### config.mk
export PLATFORM = sky130hd
export DESIGN_NAME = mem_port_arbiter_2to1
export DESIGN_NICKNAME = d
export VERILOG_FILES = /design/src/rtl/mem_port_arbiter_2to1.sv
export SDC_FILE = /design/constraint.sdc
export NUM_CORES = 1
export LEC_CHECK = 0
export CAP_MARGIN = 15
export CORE_AREA = 2 2 54 56
export DETAILED_ROUTE_END_ITERATION = 16
export DIE_AREA = 0 0 56 58
export DONT_BUFFER_PORTS = 1
export GPL_ROUTABILITY_DRIVEN = 1
export PLACE_DENSITY = 0.53
export RECOVER_POWER = 100
export SYNTH_ARGS = -nofsm -noshare
export SYNTH_HDL_FRONTEND = slang
export SYNTH_SLANG_ARGS = --single-unit
### constraint.sdc
create_clock -name clk -period 1.8 [get_ports clk]
set_input_delay 0.36 -clock clk [delete_from_list [all_inputs] [get_ports clk]]
set_output_delay 0.36 -clock clk [all_outputs]
set_load 0.05 [all_outputs]
### src/rtl/mem_port_arbiter_2to1.sv
// Two-port arbiter/sequencer for the shared 16-bit memory port; holds the grant for a whole access.
// Round-robin by default; define ARB_FIXED_PRIORITY_EN to make port 1 win every tie.
module mem_port_arbiter_2to1 (
  input  logic        clk,
  input  logic        rst,
  input  logic        req0,
  input  logic        req1,
  input  logic [15:0] addr0,
  input  logic [15:0] addr1,
  input  logic [15:0] wdata0,
  input  logic [15:0] wdata1,
  input  logic        we0,
  input  logic        we1,
  output logic        gnt0,
  output logic        gnt1,
  output logic        done0,
  output logic        done1,
  output logic [15:0] rdata,
  output logic        mem_en,
  output logic        mem_we,
  output logic [15:0] mem_addr,
  output logic [15:0] mem_wdata,
  input  logic [15:0] mem_rdata,
  input  logic        mem_ready
);

  // One-hot busy encoding so each grant is a direct register bit.
  typedef enum logic [1:0] {
    IDLE  = 2'b00,
    BUSY0 = 2'b01,
    BUSY1 = 2'b10
  } state_t;

  state_t state_q, state_d;
  logic   tie_pick1;

`ifdef ARB_FIXED_PRIORITY_EN
  assign tie_pick1 = 1'b1;
`else
  logic last_q, last_d;
  assign tie_pick1 = ~last_q;
`endif

  always_ff @(posedge clk) begin
    if (rst) begin
      state_q <= IDLE;
`ifndef ARB_FIXED_PRIORITY_EN
      last_q  <= 1'b1;
`endif
    end else begin
      state_q <= state_d;
`ifndef ARB_FIXED_PRIORITY_EN
      last_q  <= last_d;
`endif
    end
  end

  // On completion only the other port is considered, which forbids an immediate re-grant.
  always_comb begin
    state_d = state_q;
`ifndef ARB_FIXED_PRIORITY_EN
    last_d  = last_q;
`endif
    case (state_q)
      IDLE: begin
        if (req0 && req1)  state_d = tie_pick1 ? BUSY1 : BUSY0;
        else if (req0)     state_d = BUSY0;
        else if (req1)     state_d = BUSY1;
      end
      BUSY0: begin
        if (mem_ready) begin
          state_d = req1 ? BUSY1 : IDLE;
`ifndef ARB_FIXED_PRIORITY_EN
          last_d  = 1'b0;
`endif
        end
      end
      BUSY1: begin
        if (mem_ready) begin
          state_d = req0 ? BUSY0 : IDLE;
`ifndef ARB_FIXED_PRIORITY_EN
          last_d  = 1'b1;
`endif
        end
      end
      default: state_d = IDLE;
    endcase
  end

  assign gnt0 = state_q[0];
  assign gnt1 = state_q[1];

  always_comb begin
    mem_en    = 1'b0;
    mem_we    = 1'b0;
    mem_addr  = 16'h0000;
    mem_wdata = 16'h0000;
    done0     = 1'b0;
    done1     = 1'b0;
    case (state_q)
      BUSY0: begin
        mem_en    = 1'b1;
        mem_we    = we0;
        mem_addr  = addr0;
        mem_wdata = wdata0;
        done0     = mem_ready;
      end
      BUSY1: begin
        mem_en    = 1'b1;
        mem_we    = we1;
        mem_addr  = addr1;
        mem_wdata = wdata1;
        done1     = mem_ready;
      end
      default: ;
    endcase
    rdata = (done0 || done1) ? mem_rdata : 16'h0000;
  end

endmodule

# After elaboration in Yosys (flattened, before gate mapping)
# Index checks and enable logic that the tools add are counted.
dict set report word_totals {
  regBits 3
  out_inout_bits 54
  elab_cells 33
  inputBits 87
}
dict set report classes {
  reduce_logical 7
  mux 19
  eq_ne 5
}
# operator count
set op_table {}
lappend op_table {{case mux 16 bit (2 select lines)} 2}
lappend op_table {{2-to-1 mux 16 bit} 1}
lappend op_table {{2-to-1 mux 2 bit} 7}
lappend op_table {{2-to-1 mux 1 bit} 6}
lappend op_table {{case mux 2 bit (3 select lines)} 1}
lappend op_table {{AND reduction 3 bit} 2}
lappend op_table {{!= test 2 bit, second input constant} 2}
lappend op_table {{!= test 4 bit, second input constant} 1}
lappend op_table {{case mux 1 bit (2 select lines)} 2}
lappend op_table {{equality test 2 x 1 -> 1 bit, second input constant} 1}
lappend op_table {{equality test 2 bit, second input constant} 1}
lappend op_table {{zero test 2 bit} 1}
lappend op_table {{nonzero test 2 bit} 1}
lappend op_table {{OR reduction 2 bit} 1}
lappend op_table {{logical AND 1 bit} 1}
lappend op_table {{logical OR 1 bit} 1}

# Logic depth before layout (Yosys ltp)
# Gate-level depths: netlist of run 1.
dict set report depth {
  word_depth 4
  ltp_mapped 6
  depth_no_buf 5
}

# Least setup slack after synthesis of run 1
# No wires, ideal clock.
dict set report synth_timing {
  path_kind {register to output}
  startpoint {register state_q[0]}
  endpoint {output port mem_addr[0]}
  required_time_ps 1440
  arrival_time_ps 2497
  path_stages_with_launch 5
  path_buffers 1
  path_slack_ps -1057
  cell_sequence {dfxtp_1 inv_1 ha_1 clkbuf_1 nor2b_1}
}
dict set report synth_between {
  elab_chain_cells 2
  word_cells_on_any_way 3
  cone_classes {eq/ne (2); mux (1)}
}
# item line
set synth_rtl {}
lappend synth_rtl {{from (decl)} 34} ;# state_t state_q, state_d;
lappend synth_rtl {{from (signal assigned)} 51} ;# state_q <= state_d;
lappend synth_rtl {{equality test 2 bit / equality test 2 x 1 -> 1 bit (equally long branches)} 100} ;# case (state_q)
lappend synth_rtl {{case mux 16 bit (2 select lines) *} 100}
lappend synth_rtl {{to (decl)} 21} ;# output logic [15:0] mem_addr,
# Mark *: on every way between the ends. The rest lies on a longest branch, timed or not.

# Final worst setup path of run 1
dict set report layout_timing {
  startpoint {register state_q[0]}
  endpoint {output port mem_addr[1]}
}
# Same word-level chain as after synthesis.

==> flow_metrics.env, run 1 <==
export IMPL_status="complete, but fails checks"
export IMPL_violations="negative setup slack"
export IMPL_routabilityCongestion=0.758
export IMPL_power_density_nw_per_um2=1130
export IMPL_clk_latency_ns=0.24
export IMPL_crit_type="reg2out"
export IMPL_fin_tns_setup_ns=-3.66
export IMPL_holdWs_ns=0.209
export IMPL_final_area_um2=2530
export IMPL_netlist_area_um2=902
export IMPL_multi_input_area_um2=1280
export IMPL_rsz0062_at_grt="yes"
export IMPL_min_path_type="in2reg"
export IMPL_clockBufferDepth=2
export IMPL_required_ns=1.44
export IMPL_crit_path_top_delay_cell="dfxtp_4"
export IMPL_cp_max_fo=10
export IMPL_grt_overflow_total=0
export IMPL_async_reset_ff_share_pct=0
export IMPL_cts_tree="done"
export IMPL_num_vias=1416
export IMPL_max_slew_worst_pin_slew_ns=0.621
export IMPL_grt_usage_pct=35.2
export IMPL_slew_headroom_pct=58.8
export IMPL_drv_cap=0
export IMPL_synthCells=126
export IMPL_cp_cell_sequence="inv_6 -> ha_4 -> buf_16 -> a22oi_2 -> nor2b_2 -> buf_12"
export IMPL_nets=273
export IMPL_antenna_found_initial=0
export IMPL_initial_core_util_pct=33.9
export IMPL_period_share_pct=108
export IMPL_nFillCells=58
export IMPL_first_pass_iters=4
export IMPL_root_buffer="clkbuf_4"
export IMPL_yosysTopAreaCell="a22oi_1"
export IMPL_end_kind="output port"
export IMPL_avgRoutedWirePerCell_um=31.8
export IMPL_dieArea_um2=3250
export IMPL_seq_area_um2=67.6
export IMPL_fmax_ghz=0.514
export IMPL_drtIter0Drc=69
export IMPL_fp_dieH_um=58
export IMPL_cts_hold_buf=0
export IMPL_area_delta_synth_final_pct=180
export IMPL_grt_pass1_vias=1475
export IMPL_hold_viol=0
export IMPL_synthTopCellsByArea="a22oi_1, nor2b_1, and2_1"
export IMPL_ys_types=22
export IMPL_synth_seq_cells=3
export IMPL_cp_arrival_ns=1.59
export IMPL_synth_enable_flop_cells=0
export IMPL_detail_route_antenna_nets=0
export IMPL_vdd_drop_max_uv=978
export IMPL_avgSynthCellArea_um2=7.16
export IMPL_clock_skew_ns=0.000845
export IMPL_num_io_pins=141
export IMPL_rows=19
export IMPL_core_area_um2=2660
export IMPL_cts_clk_slew_worst_paths_ns=0.04
export IMPL_vias_per_cell=6.74
export IMPL_syn_nets=219
export IMPL_place_port_buffers=0
export IMPL_hpwl_um=3180
export IMPL_fin_cells=210
export IMPL_yosysMostFrequentCell="nor2b_1"
export IMPL_report_final_setup_viol=52
export IMPL_h_tree_depth=1
export IMPL_cp_start_kind="flop"
export IMPL_ys_flop_type="dfxtp_1"
export IMPL_placed_area_um2=2050
export IMPL_post_route_min_period_ns=1.95
export IMPL_setup_slack_ns=-0.147
export IMPL_drive_gt1_share_pct=88.8
export IMPL_placed_cells=195
export IMPL_grt_start_max_net_pins=18
export IMPL_synth_top_area_share_pct=27.5
export IMPL_die_x_um=56
export IMPL_cts_buffers=3
export IMPL_drt_wl_total_um=6680
export IMPL_slew_viol_final=0
export IMPL_clock_sinks=3
export IMPL_slowest_delay_ns=0.37
export IMPL_drc_errors=0
export IMPL_synth_warning_count=0
export IMPL_synth_commonest_cells="nor2b_1, a22oi_1, and2_1"
export IMPL_dp_slack_ns=0.0201
export IMPL_power_leakage_uw=0.000877
export IMPL_antenna_cells=0
export IMPL_grt_pass1_wl_um=8610
export IMPL_ys_seq_area_share_pct=6.66
==> sequential cells by signal, summed over array words and instances (netlist names) <==
signal and cells:
state_q 2, last_q 1
==> cell type report <==
class | count | area share, %
Tap cell | 31 | 1.54
Multi-Input combinational cell | 109 | 50.6
Sequential cell | 3 | 2.67
Inverter | 3 | 0.743
Timing Repair Buffer | 60 | 43.4
Clock buffer | 4 | 1.04
==> timing repair <==
| action | CTS | global route |
|---|---|---|
| cloned | 3 | 1 |
| endpoints found under the setup margin | 50 | 52 |
| endpoints found under the hold margin | 0 | 0 |
| pin swaps | 23 | 17 |
| gates resized for setup | 68 | 11 |
| buffers inserted | 7 | 0 |
==> critical path: cells and delay by family (launching register included) <==
family / cells / cell delay (ns)
and+or+nand+nor: 1 / 0.22
buffers and inverters: 3 / 0.42
AOI/OAI and AO/OA: 1 / 0.09
DFF: 1 / 0.37
adders and majority gates: 1 / 0.23
==> through the flow <==
stage                     util, %  total power, uW
after global placement       76.9             2070
after global routing         94.9             2910
after floorplan                 -             1540
after CTS                    92.7             2660
after detailed placement     76.9             2100
final                        94.9             2840
==> cells in the final DEF (no fill, tap or decap), types with 2 or more instances in the layout <==
cell and instances:
nor2b_4 30, buf_12 47, nand2b_1 3, o21ai_0 3, clkbuf_1 2, a22oi_2 33, buf_16 2, nor2b_2 3
buf_4 7, dfxtp_4 2, ha_4 3, nor2b_1 2, and2_4 17, ha_1 2, clkbuf_4 3
==> kinds of logic after synthesis <==
group | Yosys count | share of synthesized area (%)
and+or+nand+nor | 59 | 41.3
adders and majority gates | 6 | 8.32
muxes | 1 | 1.11
AOI/OAI and AO/OA | 42 | 35.4
DFF | 3 | 6.66
buffers and inverters | 15 | 7.21
==> worst paths after layout <==
| kind | startpoint | cells after the start | slack (ns) | endpoint |
|---|---|---|---|---|
| worst max-delay path | state_q[0] | 6 | -0.15 | mem_addr[1] |
| worst max register to register | state_q[1] | 6 | -0.04 | state_q[0] |
| worst min-delay path | rst | 1 | 0.21 | state_q[1] |
| worst min register to register | last_q | 2 | 0.52 | last_q |
==> metal layers <==
| layer | vias up | global-route usage, % | part of all wire, % |
|---|---|---|---|
| met3 | 39 | 10.5 | 9.2 |
| li1 | 561 | - | - |
| met5 | - | 0 | 0 |
| met4 | 0 | 14.6 | 6.7 |
| met1 | 659 | 36.2 | 31 |
| met2 | 157 | 66.4 | 53 |
==> power by group <==
group | switching, uW | internal [uW]
Combinational | 1330 | 1260
Clock | 45.1 | 83.7
Sequential | 28.8 | 86.5
Total | 1410 | 1440
Power figures use the tool's default switching activity.
==> run 2: changes to the inputs <==
--- a/config.mk
+++ b/config.mk
@@ -5,7 +5,7 @@
 export SDC_FILE = /design/constraint.sdc
 export NUM_CORES = 1
 export LEC_CHECK = 0
-export CAP_MARGIN = 15
+export CAP_MARGIN = 20
 export CORE_AREA = 2 2 54 56
 export DETAILED_ROUTE_END_ITERATION = 16
 export DIE_AREA = 0 0 56 58
==> results of run 2 <==
Same layout as run 1: the final DEF is identical, and so are final timing and power.
==> run 3: changes to the inputs <==
--- a/config.mk
+++ b/config.mk
@@ -5,6 +5,7 @@
 export SDC_FILE = /design/constraint.sdc
 export NUM_CORES = 1
 export LEC_CHECK = 0
+export ABC_CLOCK_PERIOD_IN_PS = 1800
 export CAP_MARGIN = 20
 export CORE_AREA = 2 2 54 56
 export DETAILED_ROUTE_END_ITERATION = 16
==> results of run 3 <==
Same layout as run 1: the final DEF is identical, and so are final timing and power.
